### src/rtl/serial_frame_tx.sv
// Serial frame transmitter: preamble of 1s, a 0 separator, then the payload MSB-first with
// a 0 stuffed after every STUFF_RUN consecutive payload 1s.
module serial_frame_tx #(
  parameter int unsigned DATA_W    = 8,
  parameter int unsigned PRE_LEN   = 3,
  parameter int unsigned STUFF_RUN = 2
) (
  input  logic              clk,
  input  logic              rst,
  input  logic              in_valid,
  input  logic [DATA_W-1:0] in_data,
  output logic              in_ready,
  output logic              out,
  output logic              busy,
  output logic              frame_done
);

  localparam int unsigned IW = $clog2(DATA_W) + 1;
  localparam int unsigned PW = (PRE_LEN > 1) ? $clog2(PRE_LEN) : 1;
  localparam int unsigned RW = $clog2(STUFF_RUN + 1);

  typedef enum logic [2:0] {StIdle, StPre, StSep, StData, StStuff} state_e;

  state_e            state_q;
  logic [DATA_W-1:0] data_q;
  logic [IW-1:0]     idx_q;
  logic [PW-1:0]     pre_cnt_q;
  logic [RW-1:0]     run_q;

  logic          cur_bit;
  logic [RW-1:0] run_inc;
  logic          stuff_now;
  logic          last_bit;

  // Payload is shifted out of the top bit; idx_q tracks which payload bit is current.
  assign cur_bit   = data_q[DATA_W-1];
  assign run_inc   = cur_bit ? run_q + RW'(1) : '0;
  assign stuff_now = (run_inc == RW'(STUFF_RUN));
  assign last_bit  = (idx_q == '0);

  always_ff @(posedge clk) begin
    if (rst) begin
      state_q   <= StIdle;
      data_q    <= '0;
      idx_q     <= '0;
      pre_cnt_q <= '0;
      run_q     <= '0;
    end else begin
      unique case (state_q)
        StIdle: begin
          if (in_valid) begin
            data_q    <= in_data;
            idx_q     <= '0;
            run_q     <= '0;
            pre_cnt_q <= '0;
            state_q   <= StPre;
          end
        end
        StPre: begin
          if (pre_cnt_q == PW'(PRE_LEN - 1)) begin
            pre_cnt_q <= '0;
            state_q   <= StSep;
          end else begin
            pre_cnt_q <= pre_cnt_q + PW'(1);
          end
        end
        StSep: begin
          idx_q   <= IW'(DATA_W - 1);
          state_q <= StData;
        end
        StData: begin
          data_q <= data_q << 1;
          run_q  <= run_inc;
          if (stuff_now) begin
            state_q <= StStuff;
          end else if (last_bit) begin
            state_q <= StIdle;
          end else begin
            idx_q <= idx_q - IW'(1);
          end
        end
        StStuff: begin
          run_q <= '0;
          if (last_bit) begin
            state_q <= StIdle;
          end else begin
            idx_q   <= idx_q - IW'(1);
            state_q <= StData;
          end
        end
        default: state_q <= StIdle;
      endcase
    end
  end

  // Outputs are forced low for the whole cycle that rst is held.
  assign in_ready   = !rst && (state_q == StIdle);
  assign busy       = !rst && (state_q != StIdle);
  assign out        = !rst && ((state_q == StPre) || ((state_q == StData) && cur_bit));
  assign frame_done = !rst && (((state_q == StData) && last_bit && !stuff_now) ||
                               ((state_q == StStuff) && last_bit));

endmodule

### config.mk
export PLATFORM = sky130hd
export DESIGN_NAME = serial_frame_tx
export DESIGN_NICKNAME = d
export VERILOG_FILES = /design/src/rtl/serial_frame_tx.sv
export SDC_FILE = /design/constraint.sdc
export NUM_CORES = 1
export LEC_CHECK = 0
export BUFFER_PORTS_ARGS = -buffer_cell sky130_fd_sc_hd__buf_2
export CAP_MARGIN = 20
export CORE_MARGIN = 1
export CORE_UTILIZATION = 50
export DETAILED_ROUTE_END_ITERATION = 6
export GPL_TIMING_DRIVEN = 0
export PLACE_DENSITY = 0.7
export SYNTH_ARGS = -nofsm -noshare
export SYNTH_HDL_FRONTEND = slang
export SYNTH_SLANG_ARGS = --single-unit
### constraint.sdc
create_clock -name clk -period 2.9 [get_ports clk]
set_input_delay 0.435 -clock clk [delete_from_list [all_inputs] [get_ports clk]]
set_output_delay 0.435 -clock clk [all_outputs]
set_load 0.02 [all_outputs]
# --- After elaboration in Yosys (flattened, before gate mapping) ---
# Cells that the tools add are included.
classes:
  addsub: 3
  eq_ne: 10
  mux: 17
  n_reduce_logical: 24
op_table:
  columns: ["op", "n"]
  rows:
  - ["$pmux 4 s4", 1]
  - ["$pmux 8 s2", 1]
  - ["$pmux 3 s5", 1]
  - ["$mux 3", 4]
  - ["$mux 4", 3]
  - ["$logic_and 1x1->1", 8]
  - ["$mux 2", 4]
  - ["$mux 8", 1]
  - ["$eq 3x2->1 const B", 2]
  - ["$ne 2x2->1 const B", 3]
  - ["$pmux 2 s3", 1]
  - ["$reduce_and 2->1", 3]
  - ["$reduce_and 3->1", 2]
  - ["$reduce_bool 3->1", 2]
  - ["$add 2x1->2 const B", 2]
  - ["$eq 2x2->1 const B", 2]
  - ["$logic_not 4->1", 1]
  - ["$pmux 2 s2", 1]
  - ["$reduce_bool 2->1", 2]
  - ["$reduce_bool 4->1", 1]
  - ["$sub 4x1->4 const B", 1]
  - ["$eq 3x1->1 const B", 1]
  - ["$eq 3x3->1 const B", 1]
  - ["$logic_not 3->1", 1]
  - ["other kinds (3)", 5]
word_totals:
  reg_bits: 19
  in_bits: 11
  out_inout_bits: 4
  wordCells: 59

# --- Depth between registers and ports, before layout ---
depth:
  depth_word: 7
  ltp_mapped: 7

# --- Least setup slack after synthesis ---
# Ideal clock, no wire load.
synth_path:
  path_kind: "register to output"
  start: "register idx_q[0]"
  end: "output frame_done"
  arrival_ps: 1505
  t_required_ps: 2465
  slack_ps: 960
  path_stages_with_launch: 6
  n_path_buf: 1
  path_cell_list: "dfxtp_1 -> inv_1 -> ha_1 -> or3b_1 -> buf_6 -> nor3_1"
synth_between:
  elab_chain_cells: 5
  word_cells_on_any_way: 6
  cone_classes: "6 x reduce/logical"
synth_lines:
  columns: ["item", "line_no", "rtl"]
  rows:
  - ["from (decl)", "26", "logic [IW-1:0] idx_q;"]
  - ["from (signal assigned)", "68", "idx_q <= IW'(DATA_W - 1);"]
  - ["from (signal assigned)", "79", "idx_q <= idx_q - IW'(1);"]
  - ["from (signal assigned)", "87", "idx_q <= idx_q - IW'(1);"]
  - ["$logic_not 4->1 *", "39", "assign last_bit = (idx_q == '0);"]
  - ["$logic_and 1x1->1 (2 in series)", "100", "assign frame_done = !rst && (((state_q == StData) && last_bit && !stuff_now) ||"]
  - ["$logic_or 1x1->1 *", "100", null]
  - ["$logic_and 1x1->1 *", "100", null]
  - ["to (decl)", "15", "output logic frame_done"]
# Every way passes the cells marked *; elsewhere a longest branch is shown, timed or not.

# --- Worst setup path in the final report ---
layout_path:
  start: "register state_q[0]"
  end: "output out"
layout_between:
  elab_chain_cells: 4
  word_cells_on_any_way: 5
  cone_classes: "2 x eq/ne; 3 x reduce/logical"
layout_lines:
  columns: ["item", "line_no", "rtl"]
  rows:
  - ["from (decl)", "24", "state_e state_q;"]
  - ["from (signal assigned)", "43", "state_q <= StIdle;"]
  - ["from (signal assigned)", "56", "state_q <= StPre;"]
  - ["from (signal assigned)", "62", "state_q <= StSep;"]
  - ["$eq 3x2->1", "99", "assign out = !rst && ((state_q == StPre) || ((state_q == StData) && cur_bit));"]
  - ["$logic_and 1x1->1", "99", null]
  - ["$logic_or 1x1->1 *", "99", null]
  - ["$logic_and 1x1->1 *", "99", null]
  - ["to (decl)", "13", "output logic out,"]
# Marked as above.

==> metrics <==
status finished, final reports clean; delay-heaviest family, CP buffers and inverters; WHS Path Cells 3; setup violators final 0; maximum operating frequency between 0.4 and 0.5 GHz; DP HPWL around 1600 um; Reg2Reg Setup Slack roughly 0.95 ns; worst path required time approximately 2.5 ns; row count 16; register area share after synthesis 0.346; WHS Endpoint data_q[0]; CP endpoint kind output port; Yosys top cell area share 0.346; die width approximately 50 um; final-report max-slew violation count 0; largest net degree at the start of global routing 11; Non-Filler Instances approximately 180; clk sinks 19; H-tree depth 1; RSZ-0062 raised after global routing false; Num CTS Buffers 3; layout cells sized above 1 0.230; share of synthesized registers carrying an async set or reset 0; largest cells by area after synthesis dfxtp_1 (35%), nor2_1 (8.2%), a21oi_1 (5.9%); Syn Area/Cell roughly 8.5 um^2; Core Box Area just over 2000 um^2; DR vias/cell between 5 and 6; Post-Syn Area roughly 1100 um^2; post-synthesis xor/xnor area fraction 0; IO Pins 15; setup TNS after final layout 0 ns; arrival time worst endpoint approximately 1.8 ns; routed len/inst approximately 12 um; CTS tree yes; maximum vdd drop roughly 0.39 mV; period utilization 0.768; Slew headroom 0.608; largest family of logic cells by synthesized area simple AND/OR/NAND/NOR gates; Simple-Gate Fraction of Synth Area 0.338; top cells by count, synth nor2_1 (24), dfxtp_1 (19), a21oi_1 (13); CTS Root Cell clkbuf_4; fin util 0.608; Setup Buffers After CTS 0; initial cell density of the core 0.544; Worst-Margin Slew roughly 0.59 ns; worst-path fanout max 10; Pwr Density 641 nW/um^2; Iter 0 DRT Violations 12; R2R depth 7; Slowest-stage cell, CP or3b_2; GRT Total Usage 0.207; hold_sp in_data[0]; Adder-Cell Fraction of Synth Area 0.0228; worst hold slack about 0.38 ns; worst path cell trace buf_6, buf_2, or3b_2, a21oi_1, buf_2; area growth from synthesis to layout 11.8%; Fillers approximately 210; leakage slightly below 0.5 nW; multiplexer share of the synthesized area 0; vias post-DR between 900 and 1000; # DRC 0; TritonRoute pass-1 iters 4; Top cell by count, worst path buf_2; CP Buf/Inv Count 3; Final Hold Viols 0; gpl congestion between 0.8 and 0.9; Net Count, Synth roughly 140; vias in the first global route slightly above 900; die area 2390 um^2; Critical R2R Capture idx_q[2]; worst-skew pair later-pin latency ~0.29 ns; cell with the most instances after synthesis nor2_1; Total Nets Final 162; cts repair resizes 0; Synth cell types 43; most used flip-flop cell after synthesis dfxtp_1; port bufs 14; Antenna Cells 0; max_cap viols 0; yosys warns 0; Critical Path Start Type register; flops & latches, synth 19; Compound-Gate Fraction of Synth Area 0.237; placed cells ~170; Clock transition at path regs around 0.11 ns; kind of critical path reg -> out; Critical Path Max Stage Delay a little over 0.5 ns; fin crit period approximately 2.2 ns; Syn Inst Count 130; worst min-delay path category in -> reg; first-pass GRT wire length between 3000 and 4000 um; initial antenna violation count 0; EDFF count, synth 0; GR Overflow Total 0; Worst R2R Start idx_q[0]; Die H about 50 um; detailed-route wire length 2120 um; clock tree buffer depth 2; # hold bufs at CTS 0; clock skew 0.00333 ns; Final ANT Viol Nets 0; top cell type by total area after synthesis dfxtp_1
[power breakdown]
part           switching, W  total, W  internal [W]  leakage (nW)
Combinational      0.000187  0.000331      0.000144         0.321
Sequential        0.0000229  0.000322      0.000299         0.156
Clock             0.0000826  0.000136     0.0000535        0.0150
[area by class of cell]
type                       count  area, um^2  area share
timing repair buffer          14        70.1      0.0570
clock buffer                   4        26.3      0.0214
buffer                         8        47.5      0.0387
multi-input combinational     99         657       0.534
tap                           27        33.8      0.0275
sequential                    19         380       0.309
inverter                       4        15.0      0.0122
[state kept, by name, summed over array words and instances (netlist names)]
signal / cells
idx_q: 4
state_q: 3
run_q: 2
data_q: 8
pre_cnt_q: 2
[cells in the final DEF (no fill, tap or decap), types with 2 or more instances in the layout]
cell      Yosys  routed
a22oi_1       5       5
nor2_1       24      24
nor3_1        2       2
buf_6         2       2
or3b_1        4       4
nand3b_1      2       2
nor4_1        4       4
nand2_1       7       7
nor3b_2       2       2
buf_2         2      16
clkbuf_1      4       5
inv_1         4       4
clkbuf_4      0       3
a31oi_1       2       2
ha_1          2       2
nor2b_1       3       3
a211oi_2      2       2
dfxtp_1      19      19
a21oi_1      13      13
nand3_1       3       3
[layer usage]
metal / vias to the layer above / global-route usage / wire length, um / part of all wire
met5: - / 0 / 0 / 0
met4: 0 / 0.0588 / 13 / 0.0061
met3: 2 / 0.0374 / 71 / 0.034
met2: 22 / 0.331 / 924 / 0.44
met1: 455 / 0.285 / 1110 / 0.52
li1: 510 / - / - / -
[per-stage QoR]
stage / power [W] / instance area (um^2) / setup WS (ns)
after global placement: 0.000653 / 1200 / 0.976
final: 0.000789 / 1230 / 0.674
after CTS: 0.000801 / 1230 / 0.654
after detailed placement: 0.000660 / 1200 / 0.960
after floorplan: 0.000595 / 1100 / 0.960
after global routing: 0.000854 / 1230 / 0.550
[how the worst max path moves through the flow]
stage	start	end	slack, ns	cells after the start
finish	state_q[0]	out	0.67	5
global placement	idx_q[0]	idx_q[2]	0.98	7
floorplan	idx_q[0]	frame_done	0.96	5
CTS	idx_q[0]	frame_done	0.65	6
global route	idx_q[0]	frame_done	0.55	6
detailed placement	idx_q[0]	idx_q[3]	0.96	7
[kinds of logic after synthesis]
| logic type | Yosys count |
|---|---|
| and+or+nand+nor | 64 |
| DFF | 19 |
| buffers and inverters | 12 |
| adders and majority gates | 2 |
| AOI/OAI and AO/OA | 33 |
[worst register-to-register path, stage by stage, from the launching register on]
cell and delay, ns:
dfxtp_1 0.31, inv_1 0.15, ha_1 0.17, or3b_1 0.36, buf_6 0.15, a221oi_4 0.36
and2_4 0.25, o32ai_1 0.09
No activity file was read; power rests on OpenSTA's default activity.
